### config.mk
export PLATFORM = sky130hd
export DESIGN_NAME = pipeline_sequencer_flat
export DESIGN_NICKNAME = d
export VERILOG_FILES = /design/src/rtl/pipeline_sequencer_if.sv /design/src/rtl/pipeline_sequencer.sv /design/src/flat_wrapper.sv
export SDC_FILE = /design/constraint.sdc
export NUM_CORES = 1
export LEC_CHECK = 0
export CAP_MARGIN = 20
export CORE_MARGIN = 2
export CORE_UTILIZATION = 45
export DETAILED_ROUTE_END_ITERATION = 6
export HOLD_SLACK_MARGIN = 0.08
export PLACE_DENSITY = 0.75
export SETUP_SLACK_MARGIN = 0.05
export SYNTH_ARGS = -nofsm -noshare
export SYNTH_HDL_FRONTEND = slang
export SYNTH_SLANG_ARGS = --single-unit
### constraint.sdc
create_clock -name clk -period 2.1 [get_ports clk]
set_input_delay 0.315 -clock clk [delete_from_list [all_inputs] [get_ports clk]]
set_output_delay 0.315 -clock clk [all_outputs]
set_load 0.02 [all_outputs]
### src/rtl/pipeline_sequencer_if.sv
// ============================================================================
//  Module   : pipeline_sequencer_if
//  Purpose  : Bundles the command inputs (debug run/step, hazard detector
//             requests, HALT decode) and the pipeline control outputs of
//             pipeline_sequencer.
//  Modports : master - command side (debug unit / hazard unit / decode).
//                      Drives the commands and observes the controls.
//             slave  - the sequencer. Samples the commands and drives the
//                      controls.
//  Signals  : start, mode, step, load_stall, branch_flush, halt_instr (cmd)
//             pipe_en, pc_we, if_id_we, if_id_flush, id_ex_bubble,
//             running, done, cycle_count[CNT_BITS-1:0]                  (ctl)
//  Revision : 1.0 - initial release
// ============================================================================
`default_nettype none

interface pipeline_sequencer_if #(
  parameter int CNT_BITS = 32
);
  logic                start;
  logic                mode;
  logic                step;
  logic                load_stall;
  logic                branch_flush;
  logic                halt_instr;
  logic                pipe_en;
  logic                pc_we;
  logic                if_id_we;
  logic                if_id_flush;
  logic                id_ex_bubble;
  logic                running;
  logic                done;
  logic [CNT_BITS-1:0] cycle_count;

  modport master (
    output start, mode, step, load_stall, branch_flush, halt_instr,
    input  pipe_en, pc_we, if_id_we, if_id_flush, id_ex_bubble,
           running, done, cycle_count
  );

  modport slave (
    input  start, mode, step, load_stall, branch_flush, halt_instr,
    output pipe_en, pc_we, if_id_we, if_id_flush, id_ex_bubble,
           running, done, cycle_count
  );
endinterface

`default_nettype wire

### src/rtl/pipeline_sequencer.sv
// ============================================================================
//  Module   : pipeline_sequencer
//  Purpose  : Run/stall/flush controller for a 5-stage pipeline. It merges
//             the hazard detector's stall and flush requests with the debug
//             unit's run/step commands. A HALT seen in ID drains the pipeline
//             for DRAIN_CYCLES advance cycles before the sequencer reports
//             completion.
//  Ports    : clk  - clock, rising edge
//             rst  - synchronous reset, active-high
//             sq   - pipeline_sequencer_if.slave (commands in, controls out)
//  Params   : CNT_BITS     - width of the advance-cycle counter
//             DRAIN_CYCLES - advance cycles after HALT leaves ID (>=1)
//  Revision : 1.0 - initial release
// ============================================================================
`default_nettype none

module pipeline_sequencer #(
  parameter int CNT_BITS     = 32,
  parameter int DRAIN_CYCLES = 4
) (
  input  wire logic             clk,
  input  wire logic             rst,
  pipeline_sequencer_if.slave   sq
);

  localparam int DW = $clog2(DRAIN_CYCLES) + 1;
  localparam logic [DW-1:0] DRAIN_LAST = DW'(DRAIN_CYCLES - 1);

  localparam logic [2:0] S_IDLE  = 3'd0;
  localparam logic [2:0] S_RUN   = 3'd1;
  localparam logic [2:0] S_STEP  = 3'd2;
  localparam logic [2:0] S_DRAIN = 3'd3;
  localparam logic [2:0] S_DONE  = 3'd4;

  logic [2:0]          state;
  logic                mode_q;
  logic [DW-1:0]       drain_cnt;
  logic [CNT_BITS-1:0] cycle_count;
  logic                adv;
  logic                halt_take;

  // An advance is a cycle in which the pipeline latches move. In step mode
  // that only happens on an i_step pulse, including while draining.
  always_comb begin
    adv = (state == S_RUN) ||
          ((state == S_STEP) && sq.step) ||
          ((state == S_DRAIN) && (mode_q ? sq.step : 1'b1));
  end

  // HALT only takes effect when neither hazard request overrides it.
  always_comb begin
    halt_take = adv && ((state == S_RUN) || (state == S_STEP)) &&
                !sq.branch_flush && !sq.load_stall && sq.halt_instr;
  end

  always_comb begin
    sq.pc_we        = 1'b0;
    sq.if_id_we     = 1'b0;
    sq.if_id_flush  = 1'b0;
    sq.id_ex_bubble = 1'b0;
    if (adv) begin
      if (state == S_DRAIN) begin
        // Keep fetch frozen and push NOPs behind the HALT.
        sq.if_id_we    = 1'b1;
        sq.if_id_flush = 1'b1;
      end else if (sq.branch_flush) begin
        // A taken branch squashes the load-use stall raised alongside it.
        sq.pc_we       = 1'b1;
        sq.if_id_we    = 1'b1;
        sq.if_id_flush = 1'b1;
      end else if (sq.load_stall) begin
        sq.id_ex_bubble = 1'b1;
      end else if (sq.halt_instr) begin
        sq.if_id_we    = 1'b1;
        sq.if_id_flush = 1'b1;
      end else begin
        sq.pc_we    = 1'b1;
        sq.if_id_we = 1'b1;
      end
    end
  end

  always_ff @(posedge clk) begin
    if (rst) begin
      state       <= S_IDLE;
      mode_q      <= 1'b0;
      drain_cnt   <= '0;
      cycle_count <= '0;
    end else begin
      if (adv && (cycle_count != {CNT_BITS{1'b1}})) begin
        cycle_count <= cycle_count + CNT_BITS'(1);
      end
      case (state)
        S_IDLE: begin
          if (sq.start) begin
            mode_q      <= sq.mode;
            cycle_count <= '0;
            state       <= sq.mode ? S_STEP : S_RUN;
          end
        end
        S_RUN, S_STEP: begin
          if (halt_take) begin
            drain_cnt <= '0;
            state     <= S_DRAIN;
          end
        end
        S_DRAIN: begin
          if (adv) begin
            drain_cnt <= drain_cnt + DW'(1);
            if (drain_cnt == DRAIN_LAST) begin
              state <= S_DONE;
            end
          end
        end
        S_DONE: begin
          state <= S_DONE;
        end
        default: begin
          state <= S_IDLE;
        end
      endcase
    end
  end

  assign sq.pipe_en     = adv;
  assign sq.running     = (state == S_RUN) || (state == S_STEP) || (state == S_DRAIN);
  assign sq.done        = (state == S_DONE);
  assign sq.cycle_count = cycle_count;

endmodule

`default_nettype wire

### src/flat_wrapper.sv
// flat-port wrapper written by rule: the top's interface ports become plain ports
module pipeline_sequencer_flat 
#(
  parameter int CNT_BITS     = 32,
  parameter int DRAIN_CYCLES = 4
)
  (clk, rst, sq_start, sq_mode, sq_step, sq_load_stall, sq_branch_flush, sq_halt_instr, sq_pipe_en, sq_pc_we, sq_if_id_we, sq_if_id_flush, sq_id_ex_bubble, sq_running, sq_done, sq_cycle_count);
  pipeline_sequencer_if #(.CNT_BITS(CNT_BITS)) sq_i ();
  input  wire logic clk;
  input  wire logic rst;
  input wire logic [$bits(sq_i.start)-1:0] sq_start;
  input wire logic [$bits(sq_i.mode)-1:0] sq_mode;
  input wire logic [$bits(sq_i.step)-1:0] sq_step;
  input wire logic [$bits(sq_i.load_stall)-1:0] sq_load_stall;
  input wire logic [$bits(sq_i.branch_flush)-1:0] sq_branch_flush;
  input wire logic [$bits(sq_i.halt_instr)-1:0] sq_halt_instr;
  output wire logic [$bits(sq_i.pipe_en)-1:0] sq_pipe_en;
  output wire logic [$bits(sq_i.pc_we)-1:0] sq_pc_we;
  output wire logic [$bits(sq_i.if_id_we)-1:0] sq_if_id_we;
  output wire logic [$bits(sq_i.if_id_flush)-1:0] sq_if_id_flush;
  output wire logic [$bits(sq_i.id_ex_bubble)-1:0] sq_id_ex_bubble;
  output wire logic [$bits(sq_i.running)-1:0] sq_running;
  output wire logic [$bits(sq_i.done)-1:0] sq_done;
  output wire logic [$bits(sq_i.cycle_count)-1:0] sq_cycle_count;
  assign sq_i.start = sq_start;
  assign sq_i.mode = sq_mode;
  assign sq_i.step = sq_step;
  assign sq_i.load_stall = sq_load_stall;
  assign sq_i.branch_flush = sq_branch_flush;
  assign sq_i.halt_instr = sq_halt_instr;
  assign sq_pipe_en = sq_i.pipe_en;
  assign sq_pc_we = sq_i.pc_we;
  assign sq_if_id_we = sq_i.if_id_we;
  assign sq_if_id_flush = sq_i.if_id_flush;
  assign sq_id_ex_bubble = sq_i.id_ex_bubble;
  assign sq_running = sq_i.running;
  assign sq_done = sq_i.done;
  assign sq_cycle_count = sq_i.cycle_count;
  pipeline_sequencer #(.CNT_BITS(CNT_BITS), .DRAIN_CYCLES(DRAIN_CYCLES)) u_core (.clk(clk), .rst(rst), .sq(sq_i));
endmodule
### Word-level counts from Yosys, hierarchy flattened

Index checks and enable logic that the tools add are counted.
Widths: inputs -> output; s select.

* bits in registers: 39
* logic and storage cells: 66
* output and inout bits: 39
* bits of input ports: 8

* equality and inequality tests: 10
* reductions and logical operators: 19
* multiplexer cells: 31
* $add $sub $neg: 2

Operators with widths (number)
* $mux 32: 3
* $add 32x1->32 const B: 1
* $ne 32x32->1 const B: 1
* $mux 1: 19
* $mux 3: 6
* $pmux 3 s4: 1
* $eq 3x2->1 const B: 3
* $logic_and 1x1->1: 7
* $pmux 3 s2: 1
* $logic_or 1x1->1: 4
* $ne 2x1->1 const B: 2
* $ne 2x2->1 const B: 2
* $reduce_and 4->1: 1
* $add 3x1->3 const B: 1
* $eq 3x1->1 const B: 1
* $eq 3x3->1 const B: 1
* $logic_not 3->1: 1
* $reduce_and 3->1: 1
* $logic_not 1->1: 2
* $mux 2: 1
* $reduce_and 2->1: 1
* $reduce_bool 2->1: 1
* $reduce_or 2->1: 1

### Longest topological paths before layout

* word-level depth: 10
* gate-level depth with buffers: 8
* depth with buffers taken out: 6

### Worst setup path after synthesis

Ideal clock, no wire load.

* kind: register to register
* start: reg u_core.cycle_count[0] (netlist: u_core.sq.cycle_count[0])
* end: reg u_core.cycle_count[20] (netlist: u_core.sq.cycle_count[20])
* stages on the path, launching flop included: 7
* library setup time: 72 ps
* arrival time: 2188 ps
* path slack: -159 ps
* data required time: 2028 ps
* path through: dfxtp_1 > ha_1 > nand3_1 > or3_4 > a211o_1 > or4_1 > a21oi_1

* cells in the longest elaborated chain, start to end: 5
* elaborated cells on any way between the ends: 6
* classes of those cells: add/sub (1); eq/ne (1); mux (3); reduce/logical (1)

Ends and longest elaborated chain
* start, declared: line pipeline_sequencer.sv:38 `logic [CNT_BITS-1:0] cycle_count;`
* start signal, assigned: line pipeline_sequencer.sv:91 `cycle_count <= cycle_count + CNT_BITS'(1);`
* parallel branches: the longest is 2 deep, another holds $add 32x1->32
* $mux 32 *: line pipeline_sequencer.sv:90 `if (adv && (cycle_count != {CNT_BITS{1'b1}})) begin`
* $mux 32: line pipeline_sequencer.sv:95 `if (sq.start) begin`
* $mux 32 *: line pipeline_sequencer.sv:93 `case (state)`

Every way passes the cells marked *.
A chain may end at the register's enable or synchronous reset.

### Final worst setup path

* start: in sq_step
* end: reg u_core.cycle_count[20] (netlist: u_core.sq.cycle_count[20])

* cells in the longest elaborated chain, start to end: 7
* elaborated cells on any way between the ends: 9
* classes of those cells: mux (4); reduce/logical (5)

Ends and longest elaborated chain
* start, declared: line flat_wrapper.sv:13 `input wire logic [$bits(sq_i.step)-1:0] sq_step;`
* $mux 1 or $logic_and 1x1->1 (tied branches): line pipeline_sequencer.sv:47, pipeline_sequencer.sv:46
* $logic_and 1x1->1 or $logic_or 1x1->1 (tied branches): line pipeline_sequencer.sv:47, pipeline_sequencer.sv:45
* $logic_or 1x1->1 *: line pipeline_sequencer.sv:46 `((state == S_STEP) && sq.step) ||`
* $logic_and 1x1->1 *: line pipeline_sequencer.sv:90
* $mux 32 *: line pipeline_sequencer.sv:90
* $mux 32: line pipeline_sequencer.sv:95
* $mux 32 *: line pipeline_sequencer.sv:93

Mark *: on every way between the ends. The rest lies on a longest branch, timed or not.

==> results.py <==
metrics = {
    "run_status": {
        "status": "finished, final reports clean",
    },
    "logic_synthesis": {
        "async_reset_ff_share_pct": 0,
        "yosysWarnings": 0,
        "syn-cell-area_mm2": 0.00212,
        "yosysSeqAreaShare_pct": 36.9,
        "synth_cell_types": 57,
        "syn_nets": 262,
        "syn-instance-count": 251,
        "syn_avg_cell_area_um2": 8.43,
        "yosys_register_bits": 39,
        "synth_enable_flop_cells": 0,
        "synthFlopType": "dfxtp_1",
    },
    "critical_path": {
        "cp-start-kind": "primary input",
        "crit_required_ns": 2.32,
        "worstSetupPathType": "primary input to flop",
        "crit_arrival_ns": 2.21,
        "crit_path_end_kind": "flop",
        "cp_max_fo": 7,
    },
    "min_path": {
        "hold_class": "flop to flop",
    },
    "detailed_routing": {
        "first_pass_iters": 4,
        "drcViolationCount": 0,
        "ant_nets": 0,
        "drt_iter0_drc": 144,
        "viasPerCell": 5.72,
        "wl_per_cell_um": 14.4,
        "routed_wirelength_um": 5790,
        "num_vias": 2294,
    },
    "cells_and_area": {
        "multi_input_area_mm2": 0.00130,
        "finalNonFillerCells": 401,
        "fin_util_pct": 71.3,
        "layout_commonest_cell": "buf_4",
        "nets": 359,
        "diodes": 0,
        "final_cell_mix": "53 x buf_4, 39 x clkdlybuf4s50_1, 26 x dfxtp_1",
        "post-route-cell-area_mm2": 0.00317,
        "fillers": 368,
        "drive_gt1_share_pct": 29.5,
        "areaGrowthSynthToFinish_pct": 49.6,
        "regArea_um2": 802,
    },
    "sta": {
        "hold_viol": 0,
        "rsz0062_at_grt": "true",
        "fin_worst_skew_ns": 0.00613,
        "finalSetupViolCount": 0,
        "min_period_ns": 1.99,
        "drv_slew": 0,
        "slew_headroom_pct": 69.3,
        "period_share_pct": 94.7,
        "worst_pin_slew_ns": 0.457,
        "maxClockFrequency_mhz": 503,
    },
    "grt": {
        "overflow": 0,
        "grt_max_degree": 14,
        "antenna_found_initial": 0,
        "first_global_vias": 2029,
        "grt_pass1_wl_um": 9220,
        "grt_util_all_layers_pct": 22.2,
    },
    "clock_tree": {
        "h-tree-depth": 2,
        "clockBufferDepth": 2,
        "path_clk_slew_ns": 0.08,
        "cts_tree": "done",
        "cts_root_buf": "clkbuf_8",
        "cts_sinks": 39,
        "clock_latency_ns": 0.30,
        "cts_buffers": 5,
    },
    "pwr": {
        "p_clk_share_pct": 35.4,
        "power_frac_comb_pct": 16.6,
        "vdd_drop_max_mv": 0.366,
        "p_sw_uw": 420,
        "seq_power_share_pct": 47.9,
        "leakagePower_nw": 1.12,
        "finalPower_mw": 1.58,
        "internal_power_mw": 1.16,
        "powerDensity_mw_per_mm2": 500,
        "p_sw_share_pct": 26.5,
    },
    "floorplanning": {
        "die-width_um": 72.6,
        "ios": 47,
        "initial_core_util_pct": 47.6,
        "fp.dieH_um": 72.6,
        "core_area_mm2": 0.00444,
        "row_count": 24,
        "dieArea_mm2": 0.00527,
    },
    "place": {
        "gp_congestion": 0.834,
        "dpl_cell_area_mm2": 0.00296,
        "dp.cells": 385,
        "port_buffers": 46,
        "post-dp-hpwl_um": 4070,
    },
    "job": {
        "cap_violations": 0,
    },
}
## critical path, cell delays in order
cell and delay, ns:
clkdlybuf4s50_1 0.46, nand2_1 0.11, a21o_2 0.27, buf_4 0.17
a211o_4 0.34, or4_4 0.41, a21oi_1 0.14
## Yosys cell counts (2+ instances only)
library cell   n  area share, %
dfxtp_1       39             37
a21oi_1       25            5.9
nor2_1        24            4.3
nand2_1       19            3.4
or3_1         17            5.0
nand3_1       14            3.3
o21ai_0       11            2.6
o21ai_1        8            1.9
or4_1          7            2.5
inv_1          6            1.1
nand4_1        6            1.8
o211ai_1       5            1.8
a21oi_2        4            1.7
nor4_1         4            1.2
o31ai_1        4            1.4
and3_1         3           0.89
clkbuf_1       3           0.53
ha_1           3            1.8
nor3_1         3           0.71
xnor2_1        3            1.2
a31oi_1        2           0.59
buf_2          2           0.47
buf_4          2           0.71
buf_6          2            1.1
or2_2          2           0.59
xor2_1         2           0.83
## metrics by stage
stage / hold WS, ns / setup TNS (ns) / setup WS (ns)
2_1_floorplan: 0.457 / 0 / 0.0528
3_3_place_gp: 0.475 / -1.86 / -0.172
3_5_place_dp: 0.475 / -2.26 / -0.175
4_1_cts: 0.498 / 0 / 0.0676
5_1_grt: 0.532 / 0 / 0.0306
6_report: 0.497 / 0 / 0.112
## metal layers
metal  vias up  routed length [um]  track usage [%]
met5         -                   0                0
met4         0                  73             7.41
met1      1092                2680             29.2
met3         6                 315             4.14
met2        56                2720             36.7
li1       1140                   -                -
## area by class of cell
| type | count | area share [%] |
|---|---|---|
| Clock buffer | 8 | 3.16 |
| Tap cell | 52 | 2.05 |
| Timing Repair Buffer | 100 | 27.5 |
| Multi-Input combinational cell | 195 | 41.2 |
| Inverter | 7 | 0.829 |
| Sequential cell | 39 | 25.3 |
## flip-flops by register name (all words and copies together), names as in the netlist
signal                 flops
u_core.state               3
u_core.sq.cycle_count     32
u_core.mode_q              1
u_core.drain_cnt           3
## repair_timing
item,CTS,global route
hold buffers,0,0
cloned,0,1
resized for setup,6,13
buffers inserted,1,6
pin swaps,1,6
setup endpoints to repair,17,20
## power groups by stage
stage / sequential, mW / clock, mW / combinational [mW]
4_1_cts: 0.761 / 0.572 / 0.259
3_3_place_gp: 0.777 / 0 / 0.259
2_1_floorplan: 0.779 / 0 / 0.145
6_report: 0.759 / 0.561 / 0.263
3_5_place_dp: 0.778 / 0 / 0.264
5_1_grt: 0.760 / 0.602 / 0.289
## logic make-up (layout without fill, tap and decap cells)
| kind of cell | Yosys count | in the layout | share of synthesized area, % |
|---|---|---|---|
| buf+inv | 18 | 115 | 4.85 |
| fa+ha+maj | 3 | 3 | 1.77 |
| xor+xnor | 5 | 5 | 2.07 |
| simple gates | 113 | 113 | 29.8 |
| flops | 39 | 39 | 36.9 |
| compound gates | 72 | 73 | 24.1 |
| mux | 1 | 1 | 0.473 |
## final timing paths
| path | slack [ns] | end | start | cells after the start |
|---|---|---|---|---|
| max | 0.11 | u_core.sq.cycle_count[20]$_SDFF_PP0_ | sq_step | 7 |
| min | 0.50 | u_core.drain_cnt[2]$_SDFFE_PP0P_ | u_core.drain_cnt[2]$_SDFFE_PP0P_ | 2 |
| max reg2reg | 0.11 | u_core.sq.cycle_count[9]$_SDFF_PP0_ | u_core.sq.cycle_count[0]$_SDFF_PP0_ | 8 |
| min reg2reg | 0.50 | u_core.drain_cnt[2]$_SDFFE_PP0P_ | u_core.drain_cnt[2]$_SDFFE_PP0P_ | 2 |
Power figures use the tool's default switching activity.
